### src/rtl/multiword_add_seq.sv
// Sequencer driving an external W-bit adder to add two N*W-bit operands one word per cycle, LSW first.
// Optional subtraction mode (A-B) enabled by defining MWADD_SUB_EN, which adds the sub_in port.
module multiword_add_seq #(
    parameter int W = 8,
    parameter int N = 4
) (
    input  logic           clk,
    input  logic           reset,
    input  logic           start,
    input  logic [N*W-1:0] a_in,
    input  logic [N*W-1:0] b_in,
    input  logic           cin_in,
`ifdef MWADD_SUB_EN
    input  logic           sub_in,
`endif
    output logic           busy,
    output logic           done,
    output logic [N*W-1:0] sum_out,
    output logic           cout_out,
    output logic [W-1:0]   adder_a,
    output logic [W-1:0]   adder_b,
    output logic           adder_cin,
    input  logic [W-1:0]   adder_sum,
    input  logic           adder_cout
);
    localparam int IW = (N > 1) ? $clog2(N) : 1;
    localparam logic [IW-1:0] LAST = IW'(N - 1);

    typedef enum logic [1:0] {IDLE, RUN, DONE} state_t;

    state_t         state, state_nxt;
    logic [IW-1:0]  idx;
    logic           carry;
    logic [N*W-1:0] a_reg, b_reg;
    logic           accept;
    logic [N*W-1:0] b_sel;
    logic           cin_sel;

    assign accept = (state == IDLE) && start;

`ifdef MWADD_SUB_EN
    // Subtraction is A + ~B + 1; the caller's carry-in is deliberately ignored.
    assign b_sel   = sub_in ? ~b_in : b_in;
    assign cin_sel = sub_in ? 1'b1  : cin_in;
`else
    assign b_sel   = b_in;
    assign cin_sel = cin_in;
`endif

    always_ff @(posedge clk) begin
        if (accept) begin
            a_reg <= a_in;
            b_reg <= b_sel;
        end
    end

    always_ff @(posedge clk) begin
        if (reset) begin
            state    <= IDLE;
            idx      <= '0;
            carry    <= 1'b0;
            sum_out  <= '0;
            cout_out <= 1'b0;
        end else begin
            state <= state_nxt;
            case (state)
                IDLE: begin
                    if (start) begin
                        carry <= cin_sel;
                        idx   <= '0;
                    end
                end
                RUN: begin
                    sum_out[idx*W +: W] <= adder_sum;
                    carry               <= adder_cout;
                    if (idx == LAST) begin
                        cout_out <= adder_cout;
                    end else begin
                        idx <= idx + IW'(1);
                    end
                end
                default: ;
            endcase
        end
    end

    always_comb begin
        state_nxt = state;
        busy      = 1'b0;
        done      = 1'b0;
        adder_a   = '0;
        adder_b   = '0;
        adder_cin = 1'b0;
        case (state)
            IDLE: begin
                if (start) state_nxt = RUN;
            end
            RUN: begin
                busy      = 1'b1;
                adder_a   = a_reg[idx*W +: W];
                adder_b   = b_reg[idx*W +: W];
                adder_cin = carry;
                if (idx == LAST) state_nxt = DONE;
            end
            DONE: begin
                busy      = 1'b1;
                done      = 1'b1;
                state_nxt = IDLE;
            end
            default: state_nxt = IDLE;
        endcase
    end
endmodule

### config.mk
export PLATFORM = sky130hd
export DESIGN_NAME = multiword_add_seq
export DESIGN_NICKNAME = d
export VERILOG_FILES = /design/src/rtl/multiword_add_seq.sv
export SDC_FILE = /design/constraint.sdc
export NUM_CORES = 1
export LEC_CHECK = 0
export ABC_AREA = 1
export CAP_MARGIN = 20
export CORE_ASPECT_RATIO = 1.5
export CORE_MARGIN = 1
export CORE_UTILIZATION = 30
export DETAILED_ROUTE_END_ITERATION = 7
export GPL_TIMING_DRIVEN = 0
export PLACE_DENSITY = 0.56
export RECOVER_POWER = 25
export SYNTH_ARGS = -nofsm -noshare
export SYNTH_HDL_FRONTEND = slang
export SYNTH_SLANG_ARGS = --single-unit
### constraint.sdc
create_clock -name clk -period 2.55 [get_ports clk]
set_clock_uncertainty 0.1 [all_clocks]
set_input_delay 0.6375 -clock clk [delete_from_list [all_inputs] [get_ports clk]]
set_output_delay 0.6375 -clock clk [all_outputs]
set_load 0.005 [all_outputs]
==> key figures, run 1 <==
Drt
  • First-pass DRT Iterations: 4
  • Wire per inst: 13.8 microns
  • Drt first-iter violations: 109
  • Via density: 4.36
  • Final WL: 10900 microns
  • Total vias in the final route: 3449
  • Antenna-violating nets left: 0
  • Drt drc: 0

Synth
  • Count leader, synth: nand2_1
  • Top post-synthesis cells by area: edfxtp_1 (44%), dfxtp_1 (18%), nand2_1 (13%)
  • Syn_area_per_cell: 9.55 sq um
  • Post-synth EDFFs: 64
  • Post-synth ARST share: 0
  • Synth Flop Type: edfxtp_1
  • Most frequent cells after synthesis: nand2_1 (149), edfxtp_1 (64), a21oi_1 (52), nor2_1 (46), dfxtp_1 (38)
  • Synth warn: 0
  • Yosys reg bits: 102
  • Synth top area share: 0.443
  • Mapped Cells: 454
  • Cell Area, Synth: 4340 sq um
  • Sequential area share after synthesis: 0.619
  • Area leader, netlist: edfxtp_1
  • Syn nets: 541
  • Distinct cells, synth: 21

CTS
  • Clock Latency Late Sink: 0.34 ns
  • Hold buffer count at CTS: 0
  • CTS tree: done
  • CTS Root Cell: clkbuf_16
  • Postcts setup bufs: 0
  • H-tree depth: 3
  • Cts bufs inserted: 9
  • CTS resizes: 32
  • Clock tree buffer depth: 2
  • Clock sinks: 102
  • Clock-pin slew on the worst setup and hold paths: 0.08 ns

Floorplanning
  • Die Ht: 149 microns
  • Die Footprint: 15000 sq um
  • CORE AREA: 14100 sq um
  • Initial Util: 0.308
  • I/O pin cnt: 129
  • Core Rows: 53
  • Die X: 100 microns

Critical path
  • Critical Path Start Type: flop
  • CP max-delay cell: dfxtp_1
  • Req. time, crit path: 1.81 ns
  • R2r setup slk: 0.67 ns
  • CP Data Arrival Time: 1.70 ns
  • Setup Crit Path Kind: flop to output port
  • CP endpoint kind: output port
  • CP peak stage delay: 0.41 ns
  • Crit-path max FO: 10
  • Critical Path, Cell by Cell: ha_4 > buf_8 > inv_4 > buf_6 > a21oi_1 > dlygate4sd2_1

Place
  • Port Buffers: 127
  • Pre-CTS setup slack: -0.0391 ns
  • Detailed placement HPWL: 8380 microns
  • Placer Congestion: 0.956
  • Dpl cells: 774

Finish
  • Multi-input logic area: 1410 sq um
  • Layout cells sized above 1: 0.0987
  • Layout area overhead: 43.4%
  • Nets: 680
  • Cell Count, Final, Fillers Out: 791
  • Storage cell area: 2690 sq um
  • # fillers: 1428

Global route
  • GRT overflow: 0
  • Initial antenna violation count: 1
  • First-pass GRT wire length: 16400 microns
  • Largest net degree at the start of global routing: 48
  • GRT Resource Usage Total: 0.145
  • Number of global-route vias before repair: 3440

STA
  • Minimum clock period: 2.44 ns
  • Slew Viols, Final: 0
  • Max_slew headroom: 0.716
  • Fmax: 410 MHz
  • Final hold viol count: 0
  • Worst-Margin Slew: 0.426 ns
  • Endpoints failing setup: 0
  • Post-route clock period utilization: 0.957
  • Fin Hold WS: 0.363 ns
  • RSZ-0062 raised after global routing: no
  • Final setup TNS: 0 ns
  • Post-route setup slack: 0.110 ns

Pwr
  • Static Leakage: 2.49 nW
  • VDD IR max: 0.276 mV
  • Power per cell area: 642 nW/um^2

Flow run
  • Max-Cap Viols: 0

Hold path
  • Hold WC Path Type: flop to flop

Status
  • Status: finished, final reports clean
[worst max-delay path, delay by kind of cell, from the launching register on]
kind	cells	cell delay (ns)
buf+inv	4	0.63
flops	1	0.41
fa+ha+maj	1	0.17
compound gates	1	0.14
[cells by family after synthesis]
family | after synthesis | synth area share
and+or+nand+nor | 212 | 0.200
DFF | 102 | 0.619
AOI/OAI and AO/OA | 79 | 0.0912
buffers and inverters | 51 | 0.0617
adders and majority gates | 10 | 0.0289
[per-stage QoR]
| step | util | instance area, sq um | total power [W] |
|---|---|---|---|
| after floorplan | - | 4340 | 0.00230 |
| after global placement | 0.416 | 5850 | 0.00263 |
| after detailed placement | 0.417 | 5870 | 0.00264 |
| after CTS | 0.441 | 6200 | 0.00405 |
| after global routing | 0.442 | 6220 | 0.00416 |
| final | 0.442 | 6220 | 0.00399 |
[layout by cell type, fill, tap and decap left out, types with 2 or more instances in the layout]
master           count
inv_2                4
dlygate4sd3_1       53
inv_8                2
clkinvlp_4           2
dfxtp_2              2
nand2_4              2
clkbuf_16            9
buf_4                2
clkdlybuf4s15_1      2
buf_8                6
o21ai_0             26
edfxtp_1            64
a21oi_1             49
buf_2                4
inv_6                2
ha_1                 9
nor2_1              46
clkbuf_1             2
a21oi_2              3
nand3_1              2
dlygate4sd2_1       13
clkdlybuf4s50_1     58
dfxtp_1             35
inv_1               27
buf_6                3
nor2_2               7
nand2_1            149
nor2_4               4
[worst paths after layout]
path | startpoint | end | cells past startpoint
max | state[0] | adder_a[0] | 6
min | sum_out[30] | sum_out[30] | 2
max reg2reg | idx[0] | sum_out[6] | 9
min reg2reg | sum_out[30] | sum_out[30] | 2
[final cells by class]
type                            instances  share of cell area
Antenna cell                            1            0.000402
Buffer                                 18              0.0274
Clock buffer                            9              0.0362
Clock inverter                          7              0.0129
Inverter                               33              0.0211
Multi-Input combinational cell        301               0.227
Sequential cell                       102               0.432
Tap cell                              192              0.0386
Timing Repair Buffer                  128               0.204
[where the power goes]
group | internal (W) | switching [W]
clock | 0.000776 | 0.000633
sequential | 0.00189 | 0.0000372
combinational | 0.000292 | 0.000372
[metal layers]
layer | track usage | share of wire | up-vias
met2 | 0.274 | 0.53 | 108
met3 | 0.0375 | 0.060 | 11
li1 | - | - | 1756
met5 | 0 | 0 | -
met1 | 0.151 | 0.39 | 1574
met4 | 0.0543 | 0.021 | 0
(Power assumes the default switching activity.)
==> run 2, diff against run 1 <==
- CAP_MARGIN: 20 -> 0
==> results of run 2 <==
No change in the layout: final DEF, timing and power equal those of run 1.
==> run 3, diff against run 2 <==
- CELL_PAD_IN_SITES_DETAIL_PLACEMENT: default -> 0
- CELL_PAD_IN_SITES_GLOBAL_PLACEMENT: default -> 2
- CORE_UTILIZATION: 30 -> 25
- PLACE_DENSITY: 0.56 -> 0.74
==> key figures, run 3 (synthesized netlist as in run 1, its figures left out) <==
Status
  • Status: finished, violations left
  • Failing checks: setup timing

Drt
  • First-pass DRT Iterations: 4
  • Drt drc: 0
  • Final WL: 11400 microns
  • Antenna-violating nets left: 0
  • Total vias in the final route: 3454
  • Via density: 4.26
  • Drt first-iter violations: 98
  • Wire per inst: 14.1 microns

Floorplanning
  • Die Footprint: 17900 sq um
  • I/O pin cnt: 129
  • Die Ht: 163 microns
  • Initial Util: 0.258
  • CORE AREA: 16800 sq um
  • Die X: 110 microns
  • Core Rows: 58

STA
  • RSZ-0062 raised after global routing: yes
  • Fin Hold WS: 0.363 ns
  • Worst-Margin Slew: 0.566 ns
  • Post-route clock period utilization: 1.04
  • Final setup TNS: -0.0911 ns
  • Fmax: 379 MHz
  • Max_slew headroom: 0.622
  • Post-route setup slack: -0.0911 ns
  • Slew Viols, Final: 0
  • Final hold viol count: 0
  • Minimum clock period: 2.64 ns
  • Endpoints failing setup: 1

CTS
  • Clock Latency Late Sink: 0.34 ns
  • Clock-pin slew on the worst setup and hold paths: 0.07 ns
  • CTS Root Cell: clkbuf_16
  • Clock tree buffer depth: 2
  • Cts bufs inserted: 9
  • H-tree depth: 3
  • Clock sinks: 102
  • CTS tree: done

Critical path
  • Critical Path Start Type: flop
  • CP endpoint kind: output port
  • CP Data Arrival Time: 1.90 ns
  • Worst r2r path cells: 5
  • Crit-path max FO: 9
  • Req. time, crit path: 1.81 ns
  • Setup Crit Path Kind: flop to output port
  • R2r setup slk: 0.67 ns
  • Reg-to-reg endpoint: a_reg[16]
  • Reg-to-Reg Start: state[0]

Place
  • Pre-CTS setup slack: 0.00845 ns
  • Port Buffers: 127
  • Placer Congestion: 0.783
  • Dpl cells: 792
  • Detailed placement HPWL: 9000 microns

Finish
  • Nets: 682
  • Layout area overhead: 44.2%
  • # diodes: 0
  • Most common cell after layout, fill and taps aside: nand2_1
  • Layout cells sized above 1: 0.110
  • Cell Count, Final, Fillers Out: 810
  • Most frequent cells in the layout: nand2_1 (149), edfxtp_1 (64), clkdlybuf4s50_1 (59), dlygate4sd3_1 (53)

Global route
  • Number of global-route vias before repair: 3647
  • Largest net degree at the start of global routing: 41
  • Initial antenna violation count: 0
  • GRT overflow: 0
  • GRT Resource Usage Total: 0.133
  • First-pass GRT wire length: 17700 microns

Hold path
  • Hold WC Path Type: flop to flop
  • Worst Hold Path EP: sum_out[1]
  • Hold depth: 2
  • Hold_sp: sum_out[1]

Flow run
  • Max-Cap Viols: 0

Pwr
  • Total Power: 0.00389 W
  • Static Leakage: 2.52 nW
  • Power per cell area: 622 nW/um^2
  • VDD IR max: 0.310 mV
-- run 3: cell types whose count changed in the layout (fill, tap and decap cells not counted), moves of 2 or more --
cell            change
dlygate4sd2_1       -3
dlymetal6s2s_1      +2
dfxtp_2             +2
buf_4               +3
clkinvlp_4          -2
buf_2               -3
clkinv_4            +2
a21oi_2             +3
a21oi_1             -3
buf_6               +3
-- run 3: where the power goes --
| part | internal [W] | leakage (nW) | switching, W |
|---|---|---|---|
| combinational | 0.000301 | 1.46 | 0.000374 |
| sequential | 0.00189 | 0.924 | 0.0000356 |
| clock | 0.000677 | 0.136 | 0.000617 |
-- run 3: through the flow --
step | area [sq um] | util
after floorplan | 4340 | -
after global placement | 5870 | 0.349
after detailed placement | 5890 | 0.350
after CTS | 6230 | 0.370
after global routing | 6250 | 0.371
final | 6250 | 0.371
-- run 3: repair_timing --
item | in CTS | in global routing
resized for setup | 36 | 13
hold endpoints to repair | 0 | 0
gates cloned | 0 | 0
pin swaps | 3 | 1
buffers inserted | 2 | 0
hold buffers | 0 | 0
endpoints found under the setup margin | 16 | 9
-- run 3: area by class of cell --
cell class	instances	area (sq um)
Fill cell	1768	10600
Multi-Input combinational cell	301	1420
Buffer	18	174
Sequential cell	102	2690
Tap cell	210	263
Clock buffer	10	229
Clock inverter	6	51.3
Timing Repair Buffer	130	1300
Inverter	33	131
-- run 3: how the worst max path moves through the flow --
stage	startpoint	endpoint	slack [ns]	cells past startpoint
final	idx[0]	adder_a[1]	-0.09	8
after global routing	idx[0]	adder_a[1]	-0.21	7
after CTS	idx[0]	adder_a[5]	-0.19	7
after detailed placement	state[1]	adder_a[5]	0.008	7
after global placement	start	a_reg[0]	-0.86	3
after floorplan	start	a_reg[0]	0.11	2
-- run 3: layer usage --
metal  vias to the layer above  share of wire  track usage
met3                        13          0.051       0.0235
li1                       1753              -            -
met4                         0          0.020       0.0594
met1                      1587           0.37        0.131
met2                       101           0.56        0.262
met5                         -              0            0
-- run 3: critical path: stages (launching register included) --
cell	delay, ns
dfxtp_2	0.35
buf_8	0.15
inv_6	0.10
buf_8	0.14
nand2_1	0.05
nand2_1	0.05
nand2_1	0.06
a21oi_2	0.15
clkdlybuf4s50_1	0.52
